==> src/rtl/addsub_rr_arbiter.sv <==
// ---------------------------------------------------------------------------
// addsub_rr_arbiter
//   Shares one saturating 16-bit signed add/sub unit between two requesters
//   (0 = ALU issue path, 1 = address/branch-offset path). Operation flow is
//   IDLE (arbitrate + capture) -> CALC (compute, register result) -> RESP
//   (hold result until consumed). Saturated results are counted.
//
// Ports
//   clk, rst_n            clock (rising edge), asynchronous active-low reset
//   req0/a0/b0/sub0       requester 0 request and operands; ack0 capture pulse
//   req1/a1/b1/sub1       requester 1 request and operands; ack1 capture pulse
//   rsp_valid/rsp_ready   result handshake
//   rsp_id                requester owning the result
//   rsp_sum, rsp_ovf      saturated result and saturation flag
//   busy                  an operation is in flight
//   ovf_cnt               saturated-result counter, sticks at all-ones
// ---------------------------------------------------------------------------

// Saturating 16-bit signed adder/subtractor. exact_o is the full 17-bit
// result so the caller can derive overflow without looking at sum_o.
module addsub_16bit (
    input  logic [15:0] a_i,
    input  logic [15:0] b_i,
    input  logic        sub_i,
    output logic [16:0] exact_o,
    output logic [15:0] sum_o
);
    logic [16:0] a_ext_s;
    logic [16:0] b_ext_s;
    logic [16:0] exact_s;

    // Widen to 17 bits before operating: subtracting 0x8000 is then exact,
    // and the 17-bit range holds every possible sum or difference.
    always_comb begin
        a_ext_s = {a_i[15], a_i};
        b_ext_s = {b_i[15], b_i};
        if (sub_i) begin
            exact_s = a_ext_s - b_ext_s;
        end else begin
            exact_s = a_ext_s + b_ext_s;
        end
    end

    // Clamp: top two bits disagreeing means the value left the 16-bit range;
    // bit 16 gives the direction.
    always_comb begin
        if (!exact_s[16] && exact_s[15]) begin
            sum_o = 16'h7FFF;
        end else if (exact_s[16] && !exact_s[15]) begin
            sum_o = 16'h8000;
        end else begin
            sum_o = exact_s[15:0];
        end
    end

    assign exact_o = exact_s;
endmodule

module addsub_rr_arbiter #(
    parameter logic LAST_INIT = 1'b1,
    parameter int   OVF_CNT_W = 8
) (
    input  logic                 clk,
    input  logic                 rst_n,
    input  logic                 req0,
    input  logic [15:0]          a0,
    input  logic [15:0]          b0,
    input  logic                 sub0,
    output logic                 ack0,
    input  logic                 req1,
    input  logic [15:0]          a1,
    input  logic [15:0]          b1,
    input  logic                 sub1,
    output logic                 ack1,
    output logic                 rsp_valid,
    input  logic                 rsp_ready,
    output logic                 rsp_id,
    output logic [15:0]          rsp_sum,
    output logic                 rsp_ovf,
    output logic                 busy,
    output logic [OVF_CNT_W-1:0] ovf_cnt
);
    typedef enum logic [1:0] {
        ST_IDLE = 2'd0,
        ST_CALC = 2'd1,
        ST_RESP = 2'd2
    } state_e;

    localparam logic [OVF_CNT_W-1:0] CNT_MAX = {OVF_CNT_W{1'b1}};
    localparam logic [OVF_CNT_W-1:0] CNT_ONE = {{(OVF_CNT_W-1){1'b0}}, 1'b1};

    state_e                 state_q,     state_d;
    logic                   last_gnt_q,  last_gnt_d;
    logic [15:0]            op_a_q,      op_a_d;
    logic [15:0]            op_b_q,      op_b_d;
    logic                   op_sub_q,    op_sub_d;
    logic                   op_id_q,     op_id_d;
    logic                   rsp_valid_q, rsp_valid_d;
    logic                   rsp_id_q,    rsp_id_d;
    logic [15:0]            rsp_sum_q,   rsp_sum_d;
    logic                   rsp_ovf_q,   rsp_ovf_d;
    logic [OVF_CNT_W-1:0]   ovf_cnt_q,   ovf_cnt_d;

    logic                   gnt_any_s;
    logic                   gnt_id_s;
    logic [16:0]            calc_exact_s;
    logic [15:0]            calc_sum_s;
    logic                   calc_ovf_s;

    addsub_16bit u_addsub (
        .a_i     (op_a_q),
        .b_i     (op_b_q),
        .sub_i   (op_sub_q),
        .exact_o (calc_exact_s),
        .sum_o   (calc_sum_s)
    );

    // Overflow flag taken from the exact 17-bit value, independent of the clamp.
    assign calc_ovf_s = calc_exact_s[16] ^ calc_exact_s[15];

    // Round-robin pick: on a tie the requester that did not win last time wins.
    always_comb begin
        gnt_any_s = req0 | req1;
        if (req0 && req1) begin
            gnt_id_s = ~last_gnt_q;
        end else if (req1) begin
            gnt_id_s = 1'b1;
        end else begin
            gnt_id_s = 1'b0;
        end
    end

    // Ack is combinational in the capture cycle; gated by rst_n so it is
    // quiet while reset is held.
    always_comb begin
        if (rst_n && (state_q == ST_IDLE) && gnt_any_s) begin
            ack0 = ~gnt_id_s;
            ack1 = gnt_id_s;
        end else begin
            ack0 = 1'b0;
            ack1 = 1'b0;
        end
    end

    // Next-state and datapath-register update.
    always_comb begin
        state_d     = state_q;
        last_gnt_d  = last_gnt_q;
        op_a_d      = op_a_q;
        op_b_d      = op_b_q;
        op_sub_d    = op_sub_q;
        op_id_d     = op_id_q;
        rsp_valid_d = rsp_valid_q;
        rsp_id_d    = rsp_id_q;
        rsp_sum_d   = rsp_sum_q;
        rsp_ovf_d   = rsp_ovf_q;
        ovf_cnt_d   = ovf_cnt_q;
        case (state_q)
            ST_IDLE: begin
                if (gnt_any_s) begin
                    state_d    = ST_CALC;
                    last_gnt_d = gnt_id_s;
                    op_id_d    = gnt_id_s;
                    op_a_d     = gnt_id_s ? a1 : a0;
                    op_b_d     = gnt_id_s ? b1 : b0;
                    op_sub_d   = gnt_id_s ? sub1 : sub0;
                end else begin
                    state_d = ST_IDLE;
                end
            end
            ST_CALC: begin
                state_d     = ST_RESP;
                rsp_valid_d = 1'b1;
                rsp_id_d    = op_id_q;
                rsp_sum_d   = calc_sum_s;
                rsp_ovf_d   = calc_ovf_s;
                if (calc_ovf_s && (ovf_cnt_q != CNT_MAX)) begin
                    ovf_cnt_d = ovf_cnt_q + CNT_ONE;
                end else begin
                    ovf_cnt_d = ovf_cnt_q;
                end
            end
            ST_RESP: begin
                if (rsp_ready) begin
                    rsp_valid_d = 1'b0;
                    state_d     = ST_IDLE;
                end else begin
                    state_d = ST_RESP;
                end
            end
            default: begin
                state_d     = ST_IDLE;
                rsp_valid_d = 1'b0;
            end
        endcase
    end

    // State and datapath registers; reset discards any in-flight operation.
    always_ff @(posedge clk or negedge rst_n) begin
        if (!rst_n) begin
            state_q     <= ST_IDLE;
            last_gnt_q  <= LAST_INIT;
            op_a_q      <= 16'h0000;
            op_b_q      <= 16'h0000;
            op_sub_q    <= 1'b0;
            op_id_q     <= 1'b0;
            rsp_valid_q <= 1'b0;
            rsp_id_q    <= 1'b0;
            rsp_sum_q   <= 16'h0000;
            rsp_ovf_q   <= 1'b0;
            ovf_cnt_q   <= {OVF_CNT_W{1'b0}};
        end else begin
            state_q     <= state_d;
            last_gnt_q  <= last_gnt_d;
            op_a_q      <= op_a_d;
            op_b_q      <= op_b_d;
            op_sub_q    <= op_sub_d;
            op_id_q     <= op_id_d;
            rsp_valid_q <= rsp_valid_d;
            rsp_id_q    <= rsp_id_d;
            rsp_sum_q   <= rsp_sum_d;
            rsp_ovf_q   <= rsp_ovf_d;
            ovf_cnt_q   <= ovf_cnt_d;
        end
    end

    assign rsp_valid = rsp_valid_q;
    assign rsp_id    = rsp_id_q;
    assign rsp_sum   = rsp_sum_q;
    assign rsp_ovf   = rsp_ovf_q;
    assign busy      = (state_q != ST_IDLE);
    assign ovf_cnt   = ovf_cnt_q;
endmodule

==> config.mk <==
export PLATFORM = sky130hd
export DESIGN_NAME = addsub_rr_arbiter
export DESIGN_NICKNAME = d
export VERILOG_FILES = /design/src/rtl/addsub_rr_arbiter.sv
export SDC_FILE = /design/constraint.sdc
export NUM_CORES = 1
export LEC_CHECK = 0
export ABC_AREA = 0
export CAP_MARGIN = 20
export CORE_MARGIN = 8
export CORE_UTILIZATION = 52
export CTS_BUF_LIST = sky130_fd_sc_hd__clkbuf_4
export CTS_CLUSTER_DIAMETER = 150
export DETAILED_ROUTE_END_ITERATION = 7
export GPL_ROUTABILITY_DRIVEN = 0
export PLACE_DENSITY = 0.83
export SYNTH_ARGS = -nofsm -noshare
export SYNTH_HDL_FRONTEND = slang
export SYNTH_HIERARCHICAL = 1
export SYNTH_SLANG_ARGS = --single-unit
==> constraint.sdc <==
create_clock -name clk -period 5.8 [get_ports clk]
set_input_delay 0.58 -clock clk [delete_from_list [all_inputs] [get_ports clk]]
set_output_delay 0.58 -clock clk [all_outputs]
set_load 0.05 [all_outputs]
======== After elaboration in Yosys (flattened, before gate mapping) ========
Cells that the tools add are included.
cells by class
  add/sub/neg operators ................... 3
  $mul .................................... 0
  divide/modulo/power cells ............... 0
  magnitude comparators ................... 0
  equality and inequality tests ........... 4
  shift-type cells ........................ 0
  mux-type cells .......................... 15
  bitwise gates (word level) .............. 5
  reduce and logical (&&, ||, !) cells .... 13
operator list
  cell                                                                    number
  16-bit two-way mux                                                      4
  16-bit by 16-bit adder with 17-bit output                               1
  17-bit two-way mux                                                      1
  16-bit by 16-bit subtractor with 17-bit output                          1
  8-bit by 1-bit adder with 8-bit output (second input constant)          1
  8-bit inequality test (second input constant)                           1
  1-bit two-way mux                                                       7
  1-bit logical AND                                                       6
  2-bit case mux with 3 select lines                                      1
  2-bit AND reduction                                                     3
  1-bit NOT                                                               3
  1-bit case mux with 3 select lines                                      1
  2-bit by 1-bit equality test with 1-bit output (second input constant)  1
  2-bit equality test (second input constant)                             1
  1-bit zero test                                                         2
  2-bit zero test                                                         1
  2-bit two-way mux                                                       1
  2-bit inequality test (second input constant)                           1
  2-bit nonzero test                                                      1
  1-bit bitwise OR                                                        1
  1-bit XOR                                                               1
word-level totals
  bits in registers ....................... 64
  latch bits .............................. 0
  bits in writable memories ............... 0
  bits in read-only memories .............. 0
  bits of input ports ..................... 71
  output and inout bits ................... 30
  logic and storage cells ................. 51
  memories ................................ 0

======== Logic depth before layout (Yosys ltp) ========
  depth in word-level cells ............... 6
  mapped depth ............................ 18
  depth with buffers taken out ............ 17

======== Hierarchy ========
Netlist, hierarchy kept.
by module, submodules not included
  module             instances  cells an instance  area each (µm²)
  addsub_rr_arbiter  1          241                2854.0
  addsub_16bit       1          190                1380.1

======== Least setup slack after synthesis ========
OpenSTA, ideal clock, no wires.
  path kind ............................... register to register
  from .................................... register op_b_q[0]
  to ...................................... register ovf_cnt_q[5], in the netlist ovf_cnt[5]
  library setup time ...................... 125 ps
  data arrival time ....................... 4186 ps
  path slack .............................. 1489 ps
  stages on the path, launching flop included .. 18
  clock period less this slack ............ 4311 ps
  cell sequence ........................... dfrtp_1 > inv_1 > ha_1 > or4b_4 > nor3b_4 > nor2_1 > xnor2_1 > ha_1 > clkbuf_1 > and3_1 > nand3_1 > o31ai_1 > xor2_1 > clkbuf_1 > xor2_1 > nand3_1 > nor2_1 > mux2_2
on the way
  cells in the longest elaborated chain, start to end .. 5
ends and longest elaborated chain
  element                                                                                                             line    source
  from (decl)                                                                                                         95      logic [15:0] op_b_q, op_b_d;
  from (signal assigned)                                                                                              216     op_b_q <= op_b_d;
  16-bit by 16-bit adder with 17-bit output / 16-bit by 16-bit subtractor with 17-bit output (equally long branches)  40, 38
  17-bit two-way mux (*)                                                                                              37      if (sub_i) begin
  via calc_exact_s[15]                                                                                                106     logic [16:0] calc_exact_s;
  1-bit XOR (*)                                                                                                       119     assign calc_ovf_s = calc_exact_s[16] ^ calc_exact_s[15];
  1-bit logical AND (*)                                                                                               177     if (calc_ovf_s && (ovf_cnt_q != CNT_MAX)) begin
  2-bit AND reduction (no source line) (*)                                                                            -
  to (signal assigned)                                                                                                211     ovf_cnt_q <= {OVF_CNT_W{1'b0}};
  to (signal assigned)                                                                                                223     ovf_cnt_q <= ovf_cnt_d;
  to (decl)                                                                                                           102     logic [OVF_CNT_W-1:0] ovf_cnt_q, ovf_cnt_d;
The timed path passes the listed nets; every way through them passes the cells marked *.
A chain may end at the register's enable or synchronous reset.

======== Final worst setup path ========
Ends and elaborated chain as after synthesis.

==> run_results.csv <==
group,metric,value,unit
outcome,status,"finished, final reports clean",
timing,min_period,4640,ps
logic_synthesis,yosys_warnings,6,
setup_path,critPathKind,"reg -> reg",
logic_synthesis,synth_commonest_cells,"63 x dfrtp_1, 60 x nor2_1, 49 x a21oi_1",
setup_path,cp.arrival,4950,ps
clocking,cts-buffers-inserted,9,
layout,syn_to_final_growth,27.7,%
die,fp.dieH,106,um
timing,setup_viol,0,
setup_path,r2r_end,"ovf_cnt[5]",
logic_synthesis,synth_top_area_share,37.2,%
clocking,cts_resized,0,
logic_synthesis,synth_area_leader_cell,"dfrtp_1",
timing,finalCritPeriodShare,80.1,%
die,core,8050,um2
logic_synthesis,synth_xor_area_share,6.80,%
logic_synthesis,synth_top_family_by_area,"multiplexers",
die,start_util,52.6,%
place,port_buffers,100,
setup_path,reg2regPathDepth,17,
layout,fin_nets,615,
setup_path,cp.buffers_inverters,2,
place,dp_hpwl,7480,um
clocking,postCtsSetupBuffers,0,
clocking,cts.path.max_buffers,2,
global_routing,first_global_vias,3609,
place,dp_slack,1200,ps
drt,wl,9510,um
logic_synthesis,netlist_instances,431,
setup_path,cp_slowest_cell,"xnor2_2",
timing,fmax,215,MHz
clocking,clk-insertion-delay-late,410,ps
setup_path,worstPathRequired,6100,ps
die,num_io_pins,101,
clocking,cts_hold_buffers,0,
setup_path,r2r_slack,1160,ps
timing,maxSlewViolCount,0,
logic_synthesis,synth_adder_area_share,9.57,%
global_routing,grt_max_degree,70,
setup_path,critPathMaxFanout,17,
setup_path,max_stage_delay,670,ps
timing,tightestPinTransition,929,ps
global_routing,gr-usage-all-layers,17.7,%
timing,relSlewSlack,37.8,%
setup_path,critPathCaptureType,"flip-flop",
timing,setup_tns,0,ps
global_routing,antenna_found_initial,0,
logic_synthesis,async_flop_share,100,%
flow_run,cap_violations,0,
global_routing,grt_pass1_wl,16600,um
clocking,clock-root-buffer,"clkbuf_4",
logic_synthesis,syn_area_per_cell,9.82,um2
global_routing,grt_remaining_overflow,0,
clocking,cts_sinks,64,
drt,viasPerCell,5.47,
timing,grt_setup_unrepaired,"false",
logic_synthesis,synth_edf_count,0,
layout,diodes,0,
clocking,h-tree-depth,3,
setup_path,crit_chain,"inv_1 > ha_1 > or4b_4 > nor3b_4 > a21oi_1 > xnor2_1 > ha_1 > and3_1 > nand2_1 > a2bb2oi_1 > o211ai_1 > xnor2_2 > inv_1 > xor2_1 > nand3_1 > nor2_1 > mux2_2",
hold_path,hold_class,"in -> async",
logic_synthesis,yosysUniqueCellTypes,55,
die,die_x,106,um
logic_synthesis,yosysMostFrequentCell,"dfrtp_1",
drt,routed-via-count,3476,
drt,drtIter0Drc,110,
layout,n_fill_cell,670,
logic_synthesis,ys_seq_area_share,37.9,%
logic_synthesis,syn_area,4230,um2
timing,setup_slack,1160,ps
logic_synthesis,synth-compound-area-share,13.2,%
setup_path,cp_top_family,"simple AND/OR/NAND/NOR gates",
logic_synthesis,synth_simple_gate_area_share,13.8,%
logic_synthesis,synthFlopType,"dfrtp_1",
clocking,cts_tree,"yes",
drt,first_pass_iters,5,
logic_synthesis,syn_nets,521,
drt,drt-wirelength-per-cell,15.0,um
setup_path,cp-start-kind,"flip-flop",
timing,hold_viol_final,0,
layout,drive_gt1_share,11.3,%
drt,drcViolationCount,0,
die,rows,33,
logic_synthesis,synthMuxAreaShare,14.1,%
setup_path,r2r-start,"op_b_q[0]",
logic_synthesis,synth.top_cells.by_area,"dfrtp_1 37%, mux2i_1 8.7%, a21oi_1 5.8%",
die,die_area,11300,um2
timing,skew,15.9,ps
clocking,clkTransAtPathRegs,110,ps
drt,antenna_left,0,
logic_synthesis,synth-seq-cells,64,
metrics by stage:
step	hold WS (ps)	std cells	area [um2]	util, %
3_5_place_dp	472	619	5250	65.2
5_1_grt	213	635	5410	67.2
2_1_floorplan	284	431	4230	-
4_1_cts	181	635	5410	67.2
6_report	196	635	5410	67.2
3_3_place_gp	468	619	5250	65.2
layout by cell type (no fill, tap or decap), types with 3 or more instances in the layout:
master	n
nand3_1	7
buf_4	5
mux2i_1	37
nand2b_1	4
o211ai_1	3
nor3_1	4
a211oi_1	3
xor2_1	12
mux2_2	19
dfrtp_1	63
a31oi_1	4
inv_1	11
maj3_2	8
nor2_1	60
a21o_1	7
maj3_1	7
o21a_1	3
xnor2_1	19
a21oi_1	49
and3_1	9
nand4_1	4
nand2_1	11
o21ai_0	13
clkdlybuf4s50_1	99
ha_1	18
clkbuf_4	12
nor3b_1	3
how the worst max path moves through the flow:
| stage | to | startpoint | slack (ps) | cells past startpoint |
|---|---|---|---|---|
| floorplan | ovf_cnt[5] | op_b_q[0] | 1490 | 17 |
| global placement | ovf_cnt[5] | op_b_q[0] | 1400 | 17 |
| detailed placement | ovf_cnt[5] | op_b_q[0] | 1200 | 17 |
| CTS | ovf_cnt[5] | op_b_q[0] | 1180 | 17 |
| global route | ovf_cnt[5] | op_b_q[0] | 880 | 17 |
| finish | ovf_cnt[5] | op_b_q[0] | 1160 | 17 |
registers in the layout, indices dropped and copies added, names as in the netlist:
name,flops
state_q,2
last_gnt_q,1
op_id_q,1
op_sub_q,1
op_b_q,16
rsp_ovf,1
op_a_q,16
rsp_id,1
ovf_cnt,8
rsp_sum,16
rsp_valid,1
worst register-to-register path, stage by stage (launching register included):
cell and delay (ps):
dfrtp_1 440, inv_1 80, ha_1 200, or4b_4 520, nor3b_4 280, a21oi_1 120, xnor2_1 160, ha_1 370
and3_1 240, nand2_1 80, a2bb2oi_1 190, o211ai_1 160, xnor2_2 670, inv_1 120, xor2_1 260, nand3_1 170
nor2_1 170, mux2_2 350
cells by family (layout without fill, tap and decap cells):
| group | Yosys count | in the layout |
|---|---|---|
| muxes | 57 | 57 |
| xor gates and xnor gates | 32 | 32 |
| and+or+nand+nor | 117 | 117 |
| buffers and inverters | 33 | 132 |
| adders and majority gates | 34 | 34 |
| AOI/OAI and AO/OA | 94 | 94 |
| DFF | 64 | 64 |
cell type report:
| cell class | instances | area, um2 | share of cell area [%] |
|---|---|---|---|
| clock buffers | 12 | 90.1 | 1.67 |
| repair buffers | 105 | 1030 | 19.1 |
| flip-flops and latches | 64 | 1600 | 29.6 |
| well taps | 105 | 131 | 2.43 |
| inverters | 11 | 41.3 | 0.763 |
| multi-input cells | 334 | 2440 | 45.1 |
| clock inverters | 4 | 68.8 | 1.27 |
per-layer routing:
layer  vias to the layer above  part of all wire, %  GRT usage [%]
li1                       1721                    -              -
met1                      1618                   43           21.1
met2                       113                   48           29.2
met3                        24                  6.1           4.72
met4                         0                  2.6           8.24
met5                         -                    0              0
Power is left out: the tool's default activity adds up to more than one toggle a clock period on the data nets, which glitch-free logic cannot reach.
